File: src/rtl/l2_pending_miss_tracker.sv
// rtl/l2_pending_miss_tracker.sv - CAM of lines with an outstanding system memory load, with merge counts and back-pressure.
// Optional statistics counters are enabled with the L2_PENDING_MISS_STATS_EN macro.
module l2_pending_miss_tracker #(
    parameter int NUM_ENTRIES  = 16,
    parameter int ADDR_WIDTH   = 26,
    parameter int WAITER_WIDTH = 4,
    parameter int INDEX_WIDTH  = $clog2(NUM_ENTRIES),
    parameter int COUNT_WIDTH  = $clog2(NUM_ENTRIES + 1)
) (
    input  logic                    clk,
    input  logic                    reset_n,
    input  logic                    req_valid,
    input  logic [ADDR_WIDTH-1:0]   req_address,
    input  logic                    req_enqueue_load,
    input  logic                    req_is_fill,
    output logic                    duplicate_request,
    output logic [INDEX_WIDTH-1:0]  hit_index,
    output logic [WAITER_WIDTH-1:0] fill_waiters,
    output logic [COUNT_WIDTH-1:0]  occupancy,
    output logic                    full,
    output logic                    almost_full,
    output logic                    err_overflow,
    output logic                    err_orphan_fill
`ifdef L2_PENDING_MISS_STATS_EN
    ,
    output logic [31:0]             stat_misses,
    output logic [31:0]             stat_merges
`endif
);

    logic [NUM_ENTRIES-1:0]  valid_q, valid_d;
    logic [ADDR_WIDTH-1:0]   addr_q    [NUM_ENTRIES];
    logic [ADDR_WIDTH-1:0]   addr_d    [NUM_ENTRIES];
    logic [WAITER_WIDTH-1:0] waiters_q [NUM_ENTRIES];
    logic [WAITER_WIDTH-1:0] waiters_d [NUM_ENTRIES];
    logic [COUNT_WIDTH-1:0]  occupancy_q, occupancy_d;
    logic                    full_q, full_d;
    logic                    almost_full_q, almost_full_d;
    logic                    err_overflow_q, err_overflow_d;
    logic                    err_orphan_fill_q, err_orphan_fill_d;

    logic [NUM_ENTRIES-1:0]  match_vec;
    logic                    hit;
    logic [INDEX_WIDTH-1:0]  hit_idx;
    logic [WAITER_WIDTH-1:0] hit_waiters;
    logic [INDEX_WIDTH-1:0]  free_idx;
    logic                    do_alloc, do_merge, do_free, do_overflow, do_orphan;

    // Parallel lookup; the downward scan leaves the lowest matching index.
    always_comb begin
        match_vec   = '0;
        hit_idx     = '0;
        hit_waiters = '0;
        for (int i = 0; i < NUM_ENTRIES; i++) begin
            match_vec[i] = valid_q[i] && (addr_q[i] == req_address);
        end
        for (int i = NUM_ENTRIES - 1; i >= 0; i--) begin
            if (match_vec[i]) begin
                hit_idx     = INDEX_WIDTH'(i);
                hit_waiters = waiters_q[i];
            end
        end
        hit = |match_vec;
    end

    always_comb begin
        free_idx = '0;
        for (int i = NUM_ENTRIES - 1; i >= 0; i--) begin
            if (!valid_q[i]) begin
                free_idx = INDEX_WIDTH'(i);
            end
        end
    end

    // A fill always wins over a simultaneous enqueue on the same request.
    always_comb begin
        do_free     = req_valid &&  hit &&  req_is_fill;
        do_merge    = req_valid &&  hit && !req_is_fill && req_enqueue_load;
        do_alloc    = req_valid && !hit && !req_is_fill && req_enqueue_load && !full_q;
        do_overflow = req_valid && !hit && !req_is_fill && req_enqueue_load &&  full_q;
        do_orphan   = req_valid && !hit &&  req_is_fill;
    end

    always_comb begin
        valid_d           = valid_q;
        addr_d            = addr_q;
        waiters_d         = waiters_q;
        occupancy_d       = occupancy_q;
        err_overflow_d    = err_overflow_q    | do_overflow;
        err_orphan_fill_d = err_orphan_fill_q | do_orphan;
        if (do_alloc) begin
            valid_d[free_idx]   = 1'b1;
            addr_d[free_idx]    = req_address;
            waiters_d[free_idx] = '0;
            occupancy_d         = occupancy_q + COUNT_WIDTH'(1);
        end
        if (do_merge && (waiters_q[hit_idx] != {WAITER_WIDTH{1'b1}})) begin
            waiters_d[hit_idx] = waiters_q[hit_idx] + WAITER_WIDTH'(1);
        end
        if (do_free) begin
            valid_d[hit_idx] = 1'b0;
            occupancy_d      = occupancy_q - COUNT_WIDTH'(1);
        end
        full_d        = (occupancy_d == COUNT_WIDTH'(NUM_ENTRIES));
        almost_full_d = (occupancy_d >= COUNT_WIDTH'(NUM_ENTRIES - 1));
    end

    always_ff @(posedge clk or negedge reset_n) begin
        if (!reset_n) begin
            valid_q           <= '0;
            occupancy_q       <= '0;
            full_q            <= 1'b0;
            almost_full_q     <= 1'b0;
            err_overflow_q    <= 1'b0;
            err_orphan_fill_q <= 1'b0;
            for (int i = 0; i < NUM_ENTRIES; i++) begin
                addr_q[i]    <= '0;
                waiters_q[i] <= '0;
            end
        end else begin
            valid_q           <= valid_d;
            addr_q            <= addr_d;
            waiters_q         <= waiters_d;
            occupancy_q       <= occupancy_d;
            full_q            <= full_d;
            almost_full_q     <= almost_full_d;
            err_overflow_q    <= err_overflow_d;
            err_orphan_fill_q <= err_orphan_fill_d;
        end
    end

`ifdef L2_PENDING_MISS_STATS_EN
    logic [31:0] stat_misses_q, stat_misses_d;
    logic [31:0] stat_merges_q, stat_merges_d;

    always_comb begin
        stat_misses_d = stat_misses_q + (do_alloc ? 32'd1 : 32'd0);
        stat_merges_d = stat_merges_q + (do_merge ? 32'd1 : 32'd0);
    end

    always_ff @(posedge clk or negedge reset_n) begin
        if (!reset_n) begin
            stat_misses_q <= '0;
            stat_merges_q <= '0;
        end else begin
            stat_misses_q <= stat_misses_d;
            stat_merges_q <= stat_merges_d;
        end
    end

    assign stat_misses = stat_misses_q;
    assign stat_merges = stat_merges_q;
`endif

    // Lookup outputs are forced low during reset so upstream never sees a stale hit.
    assign duplicate_request = reset_n && hit;
    assign hit_index         = reset_n ? hit_idx : '0;
    assign fill_waiters      = reset_n ? hit_waiters : '0;
    assign occupancy         = occupancy_q;
    assign full              = full_q;
    assign almost_full       = almost_full_q;
    assign err_overflow      = err_overflow_q;
    assign err_orphan_fill   = err_orphan_fill_q;

    a_single_match: assert property (@(posedge clk) disable iff (!reset_n) $onehot0(match_vec));

endmodule

File: config.mk
export PLATFORM = sky130hd
export DESIGN_NAME = l2_pending_miss_tracker
export DESIGN_NICKNAME = d
export VERILOG_FILES = /design/src/rtl/l2_pending_miss_tracker.sv
export SDC_FILE = /design/constraint.sdc
export NUM_CORES = 1
export LEC_CHECK = 0
export BUFFER_PORTS_ARGS = -buffer_cell sky130_fd_sc_hd__buf_2
export CAP_MARGIN = 20
export CORE_ASPECT_RATIO = 1.4
export CORE_MARGIN = 2
export CORE_UTILIZATION = 40
export CTS_CLUSTER_DIAMETER = 200
export DETAILED_ROUTE_END_ITERATION = 8
export PLACE_DENSITY = 0.58
export SETUP_SLACK_MARGIN = 0.2
export SYNTH_ARGS = -nofsm -noshare
export SYNTH_HDL_FRONTEND = slang
export SYNTH_SLANG_ARGS = --single-unit
File: constraint.sdc
create_clock -name clk -period 7.52 [get_ports clk]
set_input_delay 1.504 -clock clk [delete_from_list [all_inputs] [get_ports clk]]
set_output_delay 1.504 -clock clk [all_outputs]
set_load 0.005 [all_outputs]
==> results of run 1 <==
-- cell type report --
type | instances | area (um2) | share of cell area, %
clock buffer | 82 | 1575 | 4.983
clock inverter | 9 | 70.07 | 0.2216
inverter | 30 | 113.9 | 0.3602
multi-input combinational | 1869 | 14410 | 45.57
sequential | 505 | 12640 | 39.97
tap | 936 | 1171 | 3.704
timing repair buffer | 208 | 1639 | 5.185
-- flip-flops by register name (all words and copies together), names as in the netlist --
signal	cells
err_orphan_fill	1
err_overflow	1
almost_full	1
addr_q	416
occupancy	5
waiters_q	64
valid_q	16
full	1
-- logic make-up (layout without fill, tap and decap cells) --
family,count (synthesis),in the layout,share of synthesized area (%)
adder cells (fa/ha/maj),3,3,0.1333
XOR/XNOR,433,433,13.47
flip-flops,505,505,44.89
AO/OA/AOI/OAI,216,216,5.604
buffers and inverters,221,329,3.964
multiplexers,424,424,16.73
AND/OR/NAND/NOR,793,793,15.21
-- how the worst max path moves through the flow --
stage / startpoint / end / slack, ns
after CTS: req_address[12] / fill_waiters[1] / 0.32
after global placement: req_address[0] / waiters_q[40] / 0.17
after floorplan: req_address[13] / waiters_q[35] / 1.17
after detailed placement: req_address[0] / waiters_q[40] / 0.13
after global routing: req_address[8] / fill_waiters[1] / 0.27
final: req_address[20] / fill_waiters[1] / 0.44
-- critical path, stage by stage --
cell,delay [ns]
buf_2,0.39
buf_4,0.32
xor2_1,0.11
nor4_1,0.33
nand3_1,0.23
or2_2,0.46
o21a_1,0.15
o32a_1,0.16
mux2_2,0.27
mux2_2,0.31
mux2_2,0.28
mux2i_1,0.20
a21oi_1,0.15
o21ai_0,0.39
a21oi_1,0.13
buf_2,0.15
-- metal layers --
| layer | up-vias | track usage [%] | part of all wire (%) |
|---|---|---|---|
| met5 | - | 0 | 0 |
| met4 | 0 | 14.47 | 6.2 |
| met3 | 258 | 3.802 | 4.6 |
| met2 | 690 | 47.30 | 50 |
| met1 | 10810 | 31.29 | 39 |
| li1 | 9349 | - | - |
-- placed cells by master, fill, tap and decap left out, types with 7 or more instances in the layout --
| cell | instances |
|---|---|
| a2111oi_0 | 8 |
| a211oi_1 | 9 |
| a21o_1 | 7 |
| a21oi_1 | 27 |
| a31oi_1 | 12 |
| and2_1 | 20 |
| and3_1 | 14 |
| buf_12 | 15 |
| buf_2 | 47 |
| buf_4 | 145 |
| clkbuf_1 | 15 |
| clkbuf_16 | 53 |
| clkbuf_8 | 14 |
| clkinv_2 | 9 |
| dfrtp_1 | 505 |
| inv_1 | 29 |
| mux2_2 | 373 |
| mux2i_1 | 51 |
| nand2_1 | 255 |
| nand2b_1 | 20 |
| nand3_1 | 33 |
| nand4_1 | 125 |
| nand4b_1 | 7 |
| nor2_1 | 97 |
| nor3_1 | 29 |
| nor3_2 | 8 |
| nor4_1 | 80 |
| o2111ai_1 | 7 |
| o211ai_1 | 19 |
| o21a_1 | 7 |
| o21ai_0 | 33 |
| o21ai_1 | 9 |
| o22a_1 | 9 |
| o31ai_1 | 8 |
| or2_2 | 7 |
| or3_1 | 10 |
| or4_1 | 33 |
| xnor2_1 | 216 |
| xor2_1 | 217 |
-- power by group --
part | internal [uW] | switching [uW] | total, uW
clock network | 1460 | 1080 | 2540
registers | 3150 | 326 | 3470
logic | 723 | 877 | 1600
-- stage by stage --
step,area (um2),hold slack [ns]
6_report,31610,0.4573
5_1_grt,31610,0.5045
4_1_cts,31570,0.4641
3_5_place_dp,29930,0.4507
3_3_place_gp,29930,0.4377
2_1_floorplan,28150,0.4510
==> Flow_metrics.wiki, run 1 <==
{| class="wikitable"
! Metric !! Value
|-
| Number of DRC markers in iteration 0 || 1,845
|-
| Routed wirelength normalized by instance count || 26.70 um
|-
| Number of synthesized flops with an enable pin || 0
|-
| Standard cell core area || 0.06993 mm2
|-
| Clock Skews || 0.03074 ns
|-
| Cell Count, Final, Fillers Out || 3,639
|-
| Worst-skew pair later-pin latency || 0.61 ns
|-
| Worst reg-to-reg setup slack || 1.74 ns
|-
| Fill count || 6,639
|-
| CTS Buffer Depth || 3
|-
| Die Wd || 228.2 um
|-
| Syn_nets || 2,629
|-
| Post-route clock period utilization || 94.21%
|-
| Vias in the first global route || 21,680
|-
| Post CTS Setup Buffer Count || 0
|-
| Via density per instance || 5.800
|-
| RSZ-0062 raised after global routing || false
|-
| DRT Pass-1 Iters || 6
|-
| Library cell with the largest summed area after synthesis || dfrtp_1
|-
| Net count, final || 2,700
|-
| Number of warnings reported in the yosys synthesis log || 0
|-
| Crit path DAT || 5.58 ns
|-
| Leakage component of the power || 0.01423 uW
|-
| Total I/O pin count || 49
|-
| Area share of the leading cell type in the synthesized netlist || 44.89%
|-
| Upper clock frequency limit || 0.1411 GHz
|-
| Post-placement cell count || 3,544
|-
| Via count || 21,110
|-
| Final routed DRC violation total || 0
|-
| Placement Setup Slack || 0.1345 ns
|-
| Kind of start point of the critical path || input pin
|-
| Leading cell type by number of instances after synthesis || dfrtp_1
|-
| Antenna violations before repair || 0
|-
| Die outline area || 0.07255 mm2
|-
| TritonCTS clock tree || built
|-
| Number of gates given a new drive strength after cts || 0
|-
| Max-slew violations || 0
|-
| Worst reg2reg path depth || 17
|-
| Half-perimeter wire length after detailed placement || 71,350 um
|-
| Synth top area cells || dfrtp_1 45%, mux2_2 15%, xor2_1 6.8%
|-
| Overflow left after global routing || 0
|-
| Power per cell area || 241.0 mW/mm2
|-
| Result of the run || complete, no violations
|-
| Endpoint kind of the worst setup timing path || output port
|-
| Number of inserted diodes || 0
|-
| Launch instance of the worst min-delay path || err_overflow
|-
| Headroom to the max-slew limit || 34.39%
|-
| Reg-to-reg endpoint || waiters_q[40]
|-
| Ys flop type || dfrtp_1
|-
| Overall power after layout || 7618 uW
|-
| Proportion of layout cells with a drive suffix above 1 || 25.93%
|-
| Worst-path fanout max || 11
|-
| Total clock buffers created by CTS || 52
|-
| Slew at the pin with the worst max-slew slack || 0.9842 ns
|-
| WHS Endpoint || err_overflow
|-
| Port bufs || 48
|-
| Synthesized area per cell || 10.85 um2
|-
| Area of the mapped netlist || 0.02815 mm2
|-
| Post-Synthesis Cells || 2,595
|-
| Final critical path time including I/O delays and setup || 7.085 ns
|-
| Post-layout utilization of the core || 45.21%
|-
| Setup Viol. Count Final || 0
|-
| First-pass GRT wire length || 144,700 um
|-
| Placer congestion estimate || 1.011
|-
| Synth-to-layout area growth || 12.29%
|-
| Setup slack of the critical path after layout || 0.4351 ns
|-
| Initial Util || 40.26%
|-
| Number of hold-slack violations in the final timing report || 0
|-
| Post-synthesis cell type count || 88
|-
| Count of cells along the worst hold path || 1
|-
| Wire length reported by the detailed router || 97,170 um
|-
| Worst supply voltage drop on vdd || 0.0001373 V
|-
| Yosys reg bits || 505
|-
| Path type of the worst min-delay path || reg -> reg
|-
| Async S/R FF share, synth || 100.0%
|-
| Root Buffer || clkbuf_16
|-
| Commonest cells in the netlist || 505 x dfrtp_1, 373 x mux2_2, 255 x nand2_1, 217 x xor2_1, 216 x xnor2_1
|-
| Max-cap check violation count || 0
|-
| Pin count of the biggest net entering global routing || 170
|-
| Critical path class || in -> out
|-
| Required time reported for the critical path endpoint || 6.02 ns
|-
| Antenna viol nets, final || 0
|-
| Overall Global Routing Usage || 26.77%
|-
| Setup total negative slack || 0 ns
|-
| Clock transition at the registers of the reported paths || 0.06 ns
|-
| Number of clock sinks seen by CTS || 505
|-
| Hold buffers post-CTS || 0
|-
| Seq/Total Area, Yosys || 44.89%
|-
| Startpoint of the worst register-to-register path || addr_q[230]
|-
| Site Rows || 115
|-
| CTS H-Tree Depth || 2
|-
| Vertical die dimension || 317.9 um
|}
(Power assumes the default switching activity.)
==> run 2: changes to the inputs <==
--- a/config.mk
+++ b/config.mk
@@ -10,6 +10,7 @@
 export CORE_ASPECT_RATIO = 1.4
 export CORE_MARGIN = 2
 export CORE_UTILIZATION = 40
+export CTS_BUF_LIST = sky130_fd_sc_hd__clkbuf_4
 export CTS_CLUSTER_DIAMETER = 200
 export DETAILED_ROUTE_END_ITERATION = 8
 export PLACE_DENSITY = 0.58
==> run 2 against run 1 <==
Hold slack gained 0.0072 ns; sequential share of layout area shrank 0.11 points; clock skew grew 0.072 ns; utilization grew 0.13 points; global-route usage grew 0.45 points; non-clock buffer count is the same; clock-buffer cell count grew 105; die area is the same; via count grew 2.5%; combinational power is essentially flat; final area grew 0.28%.
==> Flow_metrics.wiki, run 2 (same netlist as run 1, synthesis figures left out) <==
{| class="wikitable"
! Metric !! Value
|-
| Clock Skews || 0.1027 ns
|-
| Via density per instance || 5.719
|-
| Kind of start point of the critical path || input pin
|-
| Fill count || 6,708
|-
| Setup Viol. Count Final || 0
|-
| Total I/O pin count || 49
|-
| Max-cap check violation count || 0
|-
| Vias in the first global route || 22,600
|-
| Result of the run || complete, no violations
|-
| CTS Buffer Depth || 3
|-
| RSZ-0062 raised after global routing || false
|-
| Clock transition at the registers of the reported paths || 0.07 ns
|-
| CTS H-Tree Depth || 4
|-
| Vertical die dimension || 317.9 um
|-
| Pin count of the biggest net entering global routing || 170
|-
| Slew at the pin with the worst max-slew slack || 0.9617 ns
|-
| Setup total negative slack || 0 ns
|-
| Routed wirelength normalized by instance count || 25.92 um
|-
| Post-route clock period utilization || 94.47%
|-
| Registers with the most flip-flops || addr_q: 416 flops, waiters_q: 64 flops, valid_q: 16 flops
|-
| Port bufs || 48
|-
| Standard cell core area || 0.06993 mm2
|-
| Number of clock sinks seen by CTS || 505
|-
| Register bank with the most flops || addr_q
|-
| Synth-to-layout area growth || 12.60%
|-
| Number of hold-slack violations in the final timing report || 0
|-
| Critical path class || in -> out
|-
| Max-slew violations || 0
|-
| Required time reported for the critical path endpoint || 6.02 ns
|-
| Half-perimeter wire length after detailed placement || 71,350 um
|-
| Path type of the worst min-delay path || reg -> reg
|-
| Endpoint kind of the worst setup timing path || output port
|-
| Net count, final || 2,783
|-
| Overall Global Routing Usage || 27.22%
|-
| TritonCTS clock tree || built
|-
| Largest register FFs || 416
|-
| Wire length reported by the detailed router || 98,040 um
|-
| Site Rows || 115
|-
| Overflow left after global routing || 0
|-
| Die outline area || 0.07255 mm2
|-
| Power per cell area || 239.1 mW/mm2
|-
| Initial Util || 40.26%
|-
| Commonest non-fill, non-tap cells in the layout || 505 x dfrtp_1, 373 x mux2_2, 255 x nand2_1
|-
| Placer congestion estimate || 1.011
|-
| Final critical path time including I/O delays and setup || 7.104 ns
|-
| Root Buffer || clkbuf_4
|-
| Antenna violations before repair || 3
|-
| Most frequent standard cell in the layout excluding fill and tap cells || dfrtp_1
|-
| Via count || 21,630
|-
| Final routed DRC violation total || 0
|-
| Placement Setup Slack || 0.1345 ns
|-
| Proportion of layout cells with a drive suffix above 1 || 29.19%
|-
| Antenna viol nets, final || 0
|-
| Headroom to the max-slew limit || 35.89%
|-
| Number of DRC markers in iteration 0 || 1,691
|-
| Worst-path fanout max || 13
|-
| Setup slack of the critical path after layout || 0.4162 ns
|-
| First-pass GRT wire length || 146,300 um
|-
| Upper clock frequency limit || 0.1408 GHz
|-
| Crit path DAT || 5.60 ns
|-
| DRT Pass-1 Iters || 6
|-
| Total clock buffers created by CTS || 135
|-
| Leakage component of the power || 0.01443 uW
|-
| Worst supply voltage drop on vdd || 0.0001344 V
|-
| Worst-skew pair later-pin latency || 1.02 ns
|-
| Die Wd || 228.2 um
|}
[run 2: final cells by class]
cell class / count / area (um2) / share of cell area (%)
Clock buffer: 187 / 1404 / 4.428
Sequential cell: 505 / 12640 / 39.86
Timing Repair Buffer: 208 / 1639 / 5.170
Clock inverter: 44 / 321.6 / 1.014
Antenna cell: 3 / 7.507 / 0.02368
Tap cell: 936 / 1171 / 3.694
Inverter: 30 / 113.9 / 0.3592
Multi-Input combinational cell: 1869 / 14410 / 45.45
[run 2: timing repair]
item,4_1_cts,5_1_grt
hold buffers,0,0
gates resized for setup,0,0
endpoints found under the hold margin,0,0
setup buffers,0,3
endpoints found under the setup margin,0,1
[run 2: per-layer routing]
metal	track usage [%]	up-vias	share of wire, %
met5	0	-	0
met1	30.78	10960	38
met4	17.04	0	6.5
li1	-	9595	-
met3	5.048	281	4.9
met2	47.32	796	50
[run 2: critical path, stage by stage]
cell	delay [ns]
buf_2	0.42
xnor2_1	0.23
nand4_1	0.12
or4_1	0.55
or2_2	0.37
and3_1	0.18
o32a_1	0.30
mux2_2	0.27
mux2_2	0.31
mux2_2	0.28
mux2i_1	0.19
a21oi_1	0.15
o21ai_0	0.41
a21oi_1	0.13
buf_2	0.15
[run 2: final timing paths]
| kind | cells past startpoint | endpoint | startpoint | slack [ns] |
|---|---|---|---|---|
| setup reg to reg | 17 | waiters_q[40] | addr_q[262] | 1.73 |
| min in group asynchronous | 1 | waiters_q[49] | reset_n | 0.48 |
| setup / recovery | 15 | fill_waiters[1] | req_address[14] | 0.42 |
| hold reg to reg | 1 | err_overflow | err_overflow | 0.46 |
| max in group asynchronous | 3 | addr_q[170] | reset_n | 4.65 |
| hold / removal | 1 | err_overflow | err_overflow | 0.46 |
[run 2: per-stage QoR]
step                      cells  instance area, um2  utilization, %  hold slack [ns]  power [uW]
after floorplan            2595               28150               -           0.4510        4570
after global placement     3544               29930           42.79           0.4377        5068
after detailed placement   3544               29930           42.79           0.4507        5114
after CTS                  3775               31650           45.26           0.4666        7653
after global routing       3782               31700           45.33           0.4861        7990
final                      3782               31700           45.33           0.4644        7580
[run 2: report_power, final]
part	total (uW)	internal, uW	switching (uW)
logic	1600	723	876
clock network	2510	1320	1190
registers	3480	3150	328
